### src/rtl/usart_tx_feeder_if.sv
// usart_tx_feeder_if: producer-side and transmitter-side signals of the byte feeder.
// The master modport is the environment (producer + transmitter); the slave modport is the feeder.
interface usart_tx_feeder_if #(
  parameter int unsigned AW = 4
) ();
  logic          enable;
  logic          wr_en;
  logic [7:0]    wr_data;
  logic          full;
  logic          empty;
  logic [AW:0]   level;
  logic [7:0]    tx_data;
  logic          tx_start;
  logic          tx_busy;
  logic          overflow;
  logic          timeout_err;
  logic          clr_err;
  logic [15:0]   sent_count;

  modport master (
    output enable, wr_en, wr_data, tx_busy, clr_err,
    input  full, empty, level, tx_data, tx_start, overflow, timeout_err, sent_count
  );

  modport slave (
    input  enable, wr_en, wr_data, tx_busy, clr_err,
    output full, empty, level, tx_data, tx_start, overflow, timeout_err, sent_count
  );
endinterface

### src/rtl/usart_tx_feeder.sv
// usart_tx_feeder: FIFO-buffered byte feeder for a UART transmitter.
// Drains one byte per start/busy handshake with a programmable inter-byte gap and a
// busy-rise timeout. Optional CR/LF terminator after the FIFO drains is built only
// when USART_TX_FEEDER_CRLF_EN is defined.
module usart_tx_feeder #(
  parameter int unsigned AW           = 4,
  parameter int unsigned GAP_CYCLES   = 16,
  parameter int unsigned BUSY_TIMEOUT = 64
) (
  input  logic               i_clk,
  input  logic               i_reset,
  usart_tx_feeder_if.slave   io_bus
);

  localparam int unsigned DEPTH   = 2**AW;
  localparam int unsigned LW      = AW + 1;
  localparam int unsigned TMR_MAX = (BUSY_TIMEOUT > GAP_CYCLES) ? BUSY_TIMEOUT : GAP_CYCLES;
  localparam int unsigned TW      = (TMR_MAX < 2) ? 1 : $clog2(TMR_MAX);
  localparam logic [TW-1:0] BUSY_LAST = TW'(BUSY_TIMEOUT - 1);
  localparam logic [TW-1:0] GAP_LAST  = TW'((GAP_CYCLES == 0) ? 0 : GAP_CYCLES - 1);

  typedef enum logic [2:0] {
    S_IDLE,
    S_LOAD,
    S_START,
    S_WAIT_BUSY,
    S_WAIT_DONE,
    S_GAP
  } state_t;

  state_t          r_state;
  state_t          w_state_nxt;
  logic [TW-1:0]   r_timer;
  logic [TW-1:0]   w_timer_nxt;

  logic [7:0]      r_mem [DEPTH];
  logic [AW-1:0]   r_wr_ptr;
  logic [AW-1:0]   r_rd_ptr;
  logic [LW-1:0]   r_level;
  logic [LW-1:0]   w_level_nxt;
  logic            r_full;
  logic            r_empty;

  logic [7:0]      r_tx_data;
  logic            r_tx_start;
  logic            r_overflow;
  logic            r_timeout_err;
  logic [15:0]     r_sent_count;

  logic            w_pop;
  logic            w_load;
  logic            w_sent_inc;
  logic            w_timeout_set;
  logic            w_wr_ok;
  logic            w_ovf_set;
  logic [7:0]      w_load_data;

`ifdef USART_TX_FEEDER_CRLF_EN
  typedef enum logic [1:0] {
    T_NONE,
    T_CR,
    T_LF
  } term_t;

  term_t           r_term;
  term_t           w_term_nxt;
  logic            r_crlf_due;
  logic            w_crlf_due_nxt;
`endif

  // FSM state register (plus terminator tracking when built)
  always_ff @(posedge i_clk or posedge i_reset) begin
    if (i_reset) begin
      r_state    <= S_IDLE;
      r_timer    <= '0;
`ifdef USART_TX_FEEDER_CRLF_EN
      r_term     <= T_NONE;
      r_crlf_due <= 1'b0;
`endif
    end else begin
      r_state    <= w_state_nxt;
      r_timer    <= w_timer_nxt;
`ifdef USART_TX_FEEDER_CRLF_EN
      r_term     <= w_term_nxt;
      r_crlf_due <= w_crlf_due_nxt;
`endif
    end
  end

  // FSM next-state and control strobes
  always_comb begin
    w_state_nxt   = r_state;
    w_timer_nxt   = r_timer;
    w_pop         = 1'b0;
    w_load        = 1'b0;
    w_sent_inc    = 1'b0;
    w_timeout_set = 1'b0;
`ifdef USART_TX_FEEDER_CRLF_EN
    w_term_nxt     = r_term;
    w_crlf_due_nxt = r_crlf_due;
`endif
    case (r_state)
      S_IDLE: begin
        if (io_bus.enable && !r_empty) w_state_nxt = S_LOAD;
      end
      S_LOAD: begin
        w_load      = 1'b1;
`ifdef USART_TX_FEEDER_CRLF_EN
        w_pop       = (r_term == T_NONE);
`else
        w_pop       = 1'b1;
`endif
        w_state_nxt = S_START;
      end
      S_START: begin
        w_timer_nxt = '0;
        w_state_nxt = S_WAIT_BUSY;
      end
      S_WAIT_BUSY: begin
        if (io_bus.tx_busy) begin
          w_state_nxt = S_WAIT_DONE;
        end else if (r_timer == BUSY_LAST) begin
          w_timeout_set = 1'b1;
          w_timer_nxt   = '0;
          w_state_nxt   = S_GAP;
        end else begin
          w_timer_nxt = r_timer + TW'(1);
        end
      end
      S_WAIT_DONE: begin
        if (!io_bus.tx_busy) begin
          w_sent_inc  = 1'b1;
          w_timer_nxt = '0;
          w_state_nxt = S_GAP;
`ifdef USART_TX_FEEDER_CRLF_EN
          w_crlf_due_nxt = (r_term == T_NONE);
`endif
        end
      end
      S_GAP: begin
        if (r_timer == GAP_LAST) begin
`ifdef USART_TX_FEEDER_CRLF_EN
          w_crlf_due_nxt = 1'b0;
          case (r_term)
            T_CR: begin
              w_term_nxt  = T_LF;
              w_state_nxt = S_LOAD;
            end
            T_LF: begin
              w_term_nxt  = T_NONE;
              w_state_nxt = S_IDLE;
            end
            default: begin
              if (r_crlf_due && r_empty) begin
                w_term_nxt  = T_CR;
                w_state_nxt = S_LOAD;
              end else begin
                w_state_nxt = S_IDLE;
              end
            end
          endcase
`else
          w_state_nxt = S_IDLE;
`endif
        end else begin
          w_timer_nxt = r_timer + TW'(1);
        end
      end
      default: w_state_nxt = S_IDLE;
    endcase
  end

  // Byte selected in LOAD: FIFO head, or a terminator when one is in progress
  always_comb begin
    w_load_data = r_mem[r_rd_ptr];
`ifdef USART_TX_FEEDER_CRLF_EN
    if (r_term == T_CR) w_load_data = 8'h0D;
    if (r_term == T_LF) w_load_data = 8'h0A;
`endif
  end

  // FIFO accept/drop decision and next occupancy; a same-cycle pop frees the slot
  always_comb begin
    w_wr_ok   = io_bus.wr_en && (!r_full || w_pop);
    w_ovf_set = io_bus.wr_en && r_full && !w_pop;
    case ({w_wr_ok, w_pop})
      2'b10:   w_level_nxt = r_level + LW'(1);
      2'b01:   w_level_nxt = r_level - LW'(1);
      default: w_level_nxt = r_level;
    endcase
  end

  // FIFO storage (contents are don't-care until written)
  always_ff @(posedge i_clk) begin
    if (w_wr_ok) r_mem[r_wr_ptr] <= io_bus.wr_data;
  end

  // FIFO pointers, occupancy and flags
  always_ff @(posedge i_clk or posedge i_reset) begin
    if (i_reset) begin
      r_wr_ptr <= '0;
      r_rd_ptr <= '0;
      r_level  <= '0;
      r_full   <= 1'b0;
      r_empty  <= 1'b1;
    end else begin
      if (w_wr_ok) r_wr_ptr <= r_wr_ptr + AW'(1);
      if (w_pop)   r_rd_ptr <= r_rd_ptr + AW'(1);
      r_level <= w_level_nxt;
      r_full  <= (w_level_nxt == LW'(DEPTH));
      r_empty <= (w_level_nxt == '0);
    end
  end

  // Transmitter-facing outputs, sticky errors and completed-byte counter
  always_ff @(posedge i_clk or posedge i_reset) begin
    if (i_reset) begin
      r_tx_data     <= '0;
      r_tx_start    <= 1'b0;
      r_overflow    <= 1'b0;
      r_timeout_err <= 1'b0;
      r_sent_count  <= '0;
    end else begin
      if (w_load) r_tx_data <= w_load_data;
      r_tx_start <= (r_state == S_START);
      if (w_ovf_set)           r_overflow <= 1'b1;
      else if (io_bus.clr_err) r_overflow <= 1'b0;
      if (w_timeout_set)       r_timeout_err <= 1'b1;
      else if (io_bus.clr_err) r_timeout_err <= 1'b0;
      if (w_sent_inc) r_sent_count <= r_sent_count + 16'd1;
    end
  end

  assign io_bus.full        = r_full;
  assign io_bus.empty       = r_empty;
  assign io_bus.level       = r_level;
  assign io_bus.tx_data     = r_tx_data;
  assign io_bus.tx_start    = r_tx_start;
  assign io_bus.overflow    = r_overflow;
  assign io_bus.timeout_err = r_timeout_err;
  assign io_bus.sent_count  = r_sent_count;

endmodule

### src/flat_wrapper.sv
// flat-port wrapper written by rule: the top's interface ports become plain ports
module usart_tx_feeder_flat 
#(
  parameter int unsigned AW           = 4,
  parameter int unsigned GAP_CYCLES   = 16,
  parameter int unsigned BUSY_TIMEOUT = 64
)
  (i_clk, i_reset, io_bus_enable, io_bus_wr_en, io_bus_wr_data, io_bus_tx_busy, io_bus_clr_err, io_bus_full, io_bus_empty, io_bus_level, io_bus_tx_data, io_bus_tx_start, io_bus_overflow, io_bus_timeout_err, io_bus_sent_count);
  usart_tx_feeder_if #(.AW(AW)) io_bus_i ();
  input  logic i_clk;
  input  logic i_reset;
  input wire logic [$bits(io_bus_i.enable)-1:0] io_bus_enable;
  input wire logic [$bits(io_bus_i.wr_en)-1:0] io_bus_wr_en;
  input wire logic [$bits(io_bus_i.wr_data)-1:0] io_bus_wr_data;
  input wire logic [$bits(io_bus_i.tx_busy)-1:0] io_bus_tx_busy;
  input wire logic [$bits(io_bus_i.clr_err)-1:0] io_bus_clr_err;
  output wire logic [$bits(io_bus_i.full)-1:0] io_bus_full;
  output wire logic [$bits(io_bus_i.empty)-1:0] io_bus_empty;
  output wire logic [$bits(io_bus_i.level)-1:0] io_bus_level;
  output wire logic [$bits(io_bus_i.tx_data)-1:0] io_bus_tx_data;
  output wire logic [$bits(io_bus_i.tx_start)-1:0] io_bus_tx_start;
  output wire logic [$bits(io_bus_i.overflow)-1:0] io_bus_overflow;
  output wire logic [$bits(io_bus_i.timeout_err)-1:0] io_bus_timeout_err;
  output wire logic [$bits(io_bus_i.sent_count)-1:0] io_bus_sent_count;
  assign io_bus_i.enable = io_bus_enable;
  assign io_bus_i.wr_en = io_bus_wr_en;
  assign io_bus_i.wr_data = io_bus_wr_data;
  assign io_bus_i.tx_busy = io_bus_tx_busy;
  assign io_bus_i.clr_err = io_bus_clr_err;
  assign io_bus_full = io_bus_i.full;
  assign io_bus_empty = io_bus_i.empty;
  assign io_bus_level = io_bus_i.level;
  assign io_bus_tx_data = io_bus_i.tx_data;
  assign io_bus_tx_start = io_bus_i.tx_start;
  assign io_bus_overflow = io_bus_i.overflow;
  assign io_bus_timeout_err = io_bus_i.timeout_err;
  assign io_bus_sent_count = io_bus_i.sent_count;
  usart_tx_feeder #(.AW(AW), .GAP_CYCLES(GAP_CYCLES), .BUSY_TIMEOUT(BUSY_TIMEOUT)) u_core (.i_clk(i_clk), .i_reset(i_reset), .io_bus(io_bus_i));
endmodule
### config.mk
export PLATFORM = sky130hd
export DESIGN_NAME = usart_tx_feeder_flat
export DESIGN_NICKNAME = d
export VERILOG_FILES = /design/src/rtl/usart_tx_feeder_if.sv /design/src/rtl/usart_tx_feeder.sv /design/src/flat_wrapper.sv
export SDC_FILE = /design/constraint.sdc
export NUM_CORES = 1
export LEC_CHECK = 0
export BUFFER_PORTS_ARGS = -buffer_cell sky130_fd_sc_hd__buf_2
export CORE_MARGIN = 2
export CORE_UTILIZATION = 60
export DETAILED_ROUTE_END_ITERATION = 12
export GPL_TIMING_DRIVEN = 0
export PLACE_DENSITY = 0.8
export SETUP_SLACK_MARGIN = 0.1
export SLEW_MARGIN = 0
export SYNTH_ARGS = -nofsm -noshare
export SYNTH_HDL_FRONTEND = slang
export SYNTH_SLANG_ARGS = --single-unit
### constraint.sdc
create_clock -name i_clk -period 3.68 [get_ports i_clk]
set_input_delay 0.736 -clock i_clk [delete_from_list [all_inputs] [get_ports i_clk]]
set_output_delay 0.736 -clock i_clk [all_outputs]
set_load 0.01 [all_outputs]
Word-level counts from Yosys, hierarchy flattened
Memory sizes are Yosys's and may differ from the RTL's. A register that Yosys moved wholly into a read port is not among the register bits.
Index checks and enable logic that the tools add are counted.
Word-level totals
  flip-flop bits (word level): 43
  bits in read-only memories: 0
  word-level logic and storage cells: 72
  RAM bits: 128
  latch bits: 0
  output and inout port bits: 34
  memories: 1
  bits of input ports: 14
Memory list
  u_core.r_mem: words 16, width 8, read ports 1, clocked after memory_dff 1, write ports 1, line usart_tx_feeder.sv:36  | logic [7:0] r_mem [DEPTH];
Operators by class
  reductions and logical operators: 15
  shifts and indexed selects: 0
  divide/modulo/power cells: 0
  equality and inequality tests: 16
  multipliers: 0
  add/subtract/negate cells: 6
  mux-type cells: 23
  order comparisons: 0
  bitwise operators: 0
Operators with widths (number)
  6-bit 2-to-1 mux: 4
  6-bit case mux with 4 select lines: 1
  3-bit case mux with 6 select lines: 1
  16-bit by 1-bit adder with 16-bit output, second input constant: 1
  3-bit 2-to-1 mux: 5
  1-bit 2-to-1 mux: 11
  5-bit case mux with 2 select lines: 1
  4-bit by 1-bit adder with 4-bit output, second input constant: 2
  4-bit AND reduction: 2
  6-bit by 1-bit adder with 6-bit output, second input constant: 1
  3-bit by 2-bit equality test with 1-bit output, second input constant: 2
  3-bit equality test, second input constant: 2
  6-bit by 4-bit equality test with 1-bit output, second input constant: 1
  6-bit equality test, second input constant: 1
  2-bit inequality test, second input constant: 3
  5-bit by 1-bit adder with 5-bit output, second input constant: 1
  5-bit equality test, second input constant: 1
  5-bit zero test: 1
  5-bit by 1-bit subtractor with 5-bit output, second input constant: 1
  1-bit logical AND: 4
  2-bit by 1-bit inequality test with 1-bit output, second input constant: 2
  2-bit nonzero test: 2
  4-bit nonzero test: 1
  3-bit by 1-bit equality test with 1-bit output, second input constant: 1
  6 further kinds: 8

Depth between registers and ports, before layout
  depth in word-level cells: 7
  mapped depth: 14
  mapped depth without buffers: 11

Worst setup path after synthesis
No wires, ideal clock.
  kind: flip-flop to flip-flop
  start: reg u_core.r_state[1]
  end: reg u_core.r_full, in the netlist u_core.io_bus.full
  setup slack: 0.528 ns
  buffers on the path: 3
  stages on the path, launching flop included: 15
  required time: 3.592 ns
  data arrival time: 3.064 ns
  setup time: 0.088 ns
  period minus slack after synthesis: 3.152 ns
  path through: dfrtp_1 -> buf_2 -> or3b_2 -> buf_2 -> a21boi_2 -> inv_1 -> ha_1 -> clkbuf_1 -> xor2_1 -> ha_1 -> a21oi_1 -> mux2i_1 -> xnor2_1 -> or2_2 -> nor3b_1
On the way
  longest elaborated chain between the ends: 7
  elaborated cells on any way between the ends: 8
  those cells by class: 4 x eq/ne; 2 x mux; 2 x reduce/logical
RTL lines
  from (decl): line usart_tx_feeder.sv:31  | state_t r_state;
  from (signal assigned): line usart_tx_feeder.sv:81  | r_state <= w_state_nxt;
  3-bit by 1-bit equality test with 1-bit output *: line usart_tx_feeder.sv:102  | case (r_state)
  1-bit 2-to-1 mux *: line usart_tx_feeder.sv:102
  1-bit logical OR: line usart_tx_feeder.sv:184  | w_wr_ok = io_bus.wr_en && (!r_full || w_pop);
  1-bit logical AND: line usart_tx_feeder.sv:184
  2-bit by 1-bit equality test with 1-bit output or 2-bit equality test (tied branches): line usart_tx_feeder.sv:186  | case ({w_wr_ok, w_pop})
  5-bit case mux with 2 select lines *: line usart_tx_feeder.sv:186
  named net u_core.w_level_nxt[2]: line usart_tx_feeder.sv:40  | logic [LW-1:0] w_level_nxt;
  5-bit equality test *: line usart_tx_feeder.sv:210  | r_full <= (w_level_nxt == LW'(DEPTH));
  to (signal assigned): line usart_tx_feeder.sv:210
  to (decl): line usart_tx_feeder.sv:41  | logic r_full;
Mark *: on every way through the listed nets, which the timed path passes. The rest lies on a longest branch.
A chain may end at the register's enable or synchronous reset.

Final worst setup path
Ends and elaborated chain as after synthesis.

==> impl_metrics.json <==
{
  "skew_ns": 0.00845,
  "seq_area_frac_synth": 0.681,
  "synthMuxAreaShare": 0.124,
  "ir_worst_vdd_v": 0.000477,
  "drc": 0,
  "worst_setup_path_end_kind": "flip-flop",
  "rows": 40,
  "fmax_ghz": 0.290,
  "synth.most_common_cell": "edfxtp_1",
  "dpl.hpwl_microns": 9370,
  "vias_per_cell": 5.96,
  "avgSynthCellArea_sq_um": 16.3,
  "yosysTopAreaCellShare": 0.511,
  "cp.arrival_ns": 3.80,
  "die_area_sq_um": 13400,
  "min_path_type": "in -> async",
  "fin_setup_tns_ns": 0,
  "hold_violations": 0,
  "final_max_slew_viol_count": 0,
  "p_leak_nw": 3.19,
  "ant_nets": 0,
  "drive_above_1_share": 0.261,
  "setup_violations": 0,
  "drt_iter0_markers": 360,
  "coreArea_sq_um": 12100,
  "cts_sinks": 179,
  "critPathRequiredTime_ns": 4.03,
  "synth.net_count": 484,
  "htreeDepth": 4,
  "synth.largest_area_cell": "edfxtp_1",
  "pre_cts_ws_ns": 0.181,
  "place_area_sq_um": 7980,
  "outcome": "completed",
  "yosysWarnings": 0,
  "grt_use_total": 0.233,
  "min_period_ns": 3.45,
  "synth_simple_gate_area_share": 0.0781,
  "worst_pin_slew_ns": 0.685,
  "portBuffers": 46,
  "gp_congestion": 0.791,
  "clk_root_buffer_cell": "clkbuf_16",
  "routed_wl_microns": 14300,
  "clk_pin_slew_ns": 0.06,
  "fp.dieW_microns": 116,
  "io_pins": 48,
  "worstSetupPathType": "reg -> reg",
  "drtPass1Iterations": 5,
  "synth_compound_area_frac": 0.0468,
  "grt.overflow.total": 0,
  "worstPathMaxFanout": 10,
  "fin_area_sq_um": 8570,
  "synth_fa_ha_area_frac": 0.0167,
  "synth_top_family_by_area": "multiplexers",
  "syn2layout_area_growth_pct": 14.1,
  "slew_headroom": 0.544,
  "synth-seq-cells": 179,
  "synth_ff_type": "edfxtp_1",
  "netlist_top_cells_count": "128 x edfxtp_1, 50 x dfrtp_1, 32 x mux4_2, 20 x nand2_1",
  "antenna_found_initial": 0,
  "clock_path_buffers": 2,
  "p_total_mw": 6.42,
  "start_util": 0.620,
  "die_h_microns": 116,
  "drt-wirelength-per-cell_microns": 20.1,
  "maxCapViolations": 0,
  "power.density_nw_per_um2": 749,
  "grt_max_degree": 40,
  "synthArstFlopShare": 0.285,
  "synth_area_sq_um": 7510,
  "synth.distinct_cells": 53,
  "cts_tree": "done",
  "fillCellCount": 764,
  "grt_pass1_vias": 4204,
  "insertedDiodeCount": 0,
  "synthTopCellsByArea": "edfxtp_1 51%, dfrtp_1 17%, mux4_2 9.6%",
  "grt_setup_unrepaired": "no",
  "fin_nets": 551,
  "final.period_utilization": 0.938,
  "crit_path_start_kind": "flip-flop",
  "synth_xor_area_frac": 0.0303,
  "num_vias": 4217,
  "grt_pass1_wl_microns": 22500,
  "numCtsBuffers": 17,
  "synth_edf_count": 128,
  "syn_inst": 460,
  "insertion_delay_ns": 0.43,
  "fin_ws_ns": 0.228
}
critical path: stages, from the launching register on:
cell and delay (ns):
dfrtp_1 0.39, buf_2 0.19, or3b_2 0.47, clkbuf_4 0.21, a21boi_2 0.18, inv_1 0.12
ha_1 0.23, buf_2 0.18, xor2_1 0.17, ha_1 0.24, o21ai_0 0.16, a21oi_1 0.06
nor4_1 0.30, xor2_1 0.28, nor3b_2 0.20
per-layer routing:
layer	track usage	vias to the layer above	share of wire
met4	0.0968	0	0.018
met3	0.0596	30	0.062
met1	0.293	2147	0.40
met2	0.391	142	0.52
li1	-	1898	-
met5	0	-	0
registers in the layout (all words and copies together), names as in the netlist:
| name | count |
|---|---|
| u_core.io_bus.empty | 1 |
| u_core.io_bus.full | 1 |
| u_core.io_bus.level | 5 |
| u_core.io_bus.overflow | 1 |
| u_core.io_bus.sent_count | 16 |
| u_core.io_bus.timeout_err | 1 |
| u_core.io_bus.tx_data | 8 |
| u_core.io_bus.tx_start | 1 |
| u_core.r_mem | 128 |
| u_core.r_rd_ptr | 4 |
| u_core.r_state | 3 |
| u_core.r_timer | 6 |
| u_core.r_wr_ptr | 4 |
what timing repair did:
action | 4_1_cts | 5_1_grt
hold buffers | 0 | 0
buffers inserted | 0 | 1
endpoints found under the setup margin | 0 | 2
endpoints found under the hold margin | 0 | 0
resized for setup | 0 | 7
cell type report:
type	instances	area [sq um]	area share
plain buffers	25	128	0.0149
clock buffers	22	474	0.0553
clock inverters	10	97.6	0.0114
inverters	13	48.8	0.00569
multi-input cells	243	2230	0.261
flip-flops and latches	179	5120	0.597
well taps	168	210	0.0245
repair buffers	48	258	0.0301
power by group:
| part | leakage (nW) | switching (mW) | internal, mW |
|---|---|---|---|
| Sequential | 1.81 | 0.174 | 2.49 |
| Combinational | 1.10 | 1.10 | 0.914 |
| Clock | 0.274 | 0.747 | 0.991 |
cells by family (layout without fill, tap and decap cells):
logic type / after synthesis / count (layout)
flip-flops: 179 / 179
AND/OR/NAND/NOR: 103 / 103
AO/OA/AOI/OAI: 52 / 52
multiplexers: 52 / 52
buffers and inverters: 38 / 118
XOR/XNOR: 26 / 26
adder cells (fa/ha/maj): 10 / 10
stage by stage:
step                instances  utilization  hold WS [ns]
floorplan                 460            -         0.482
global placement          674        0.657         0.458
detailed placement        675        0.658         0.464
CTS                       707        0.706         0.247
global route              708        0.708         0.268
finish                    708        0.708         0.254
cell usage in the layout, fill, tap and decap left out, types with 3 or more instances in the layout:
master / n
xor2_1: 7
buf_4: 3
inv_6: 3
xnor2_1: 19
nand2_1: 20
clkinvlp_4: 3
a22oi_1: 3
nand3b_1: 3
ha_1: 10
inv_1: 12
clkbuf_1: 14
mux4_2: 32
edfxtp_1: 128
o31ai_1: 5
nor3_1: 3
and2_1: 14
clkbuf_16: 17
mux2i_1: 13
nand3_1: 12
a21oi_1: 13
nand2b_1: 3
buf_2: 52
nand4_1: 4
mux2_2: 7
clkbuf_8: 3
o21ai_0: 13
dfrtp_1: 50
nor2_1: 19
and4_1: 6
final timing paths:
kind                                                    from                      endpoint  slack (ns)  cells past startpoint
worst max register to register             u_core.r_state[1]            u_core.io_bus.full        0.23                     14
worst min-delay path                                 i_reset             u_core.r_state[0]        0.25                      2
worst min register to register  u_core.io_bus.sent_count[15]  u_core.io_bus.sent_count[15]        0.47                      1
worst max-delay path                       u_core.r_state[1]            u_core.io_bus.full        0.23                     14
max in group asynchronous                            i_reset            u_core.r_rd_ptr[1]        2.92                      3
min in group i_clk              u_core.io_bus.sent_count[15]  u_core.io_bus.sent_count[15]        0.47                      1
Power figures use the tool's default switching activity.
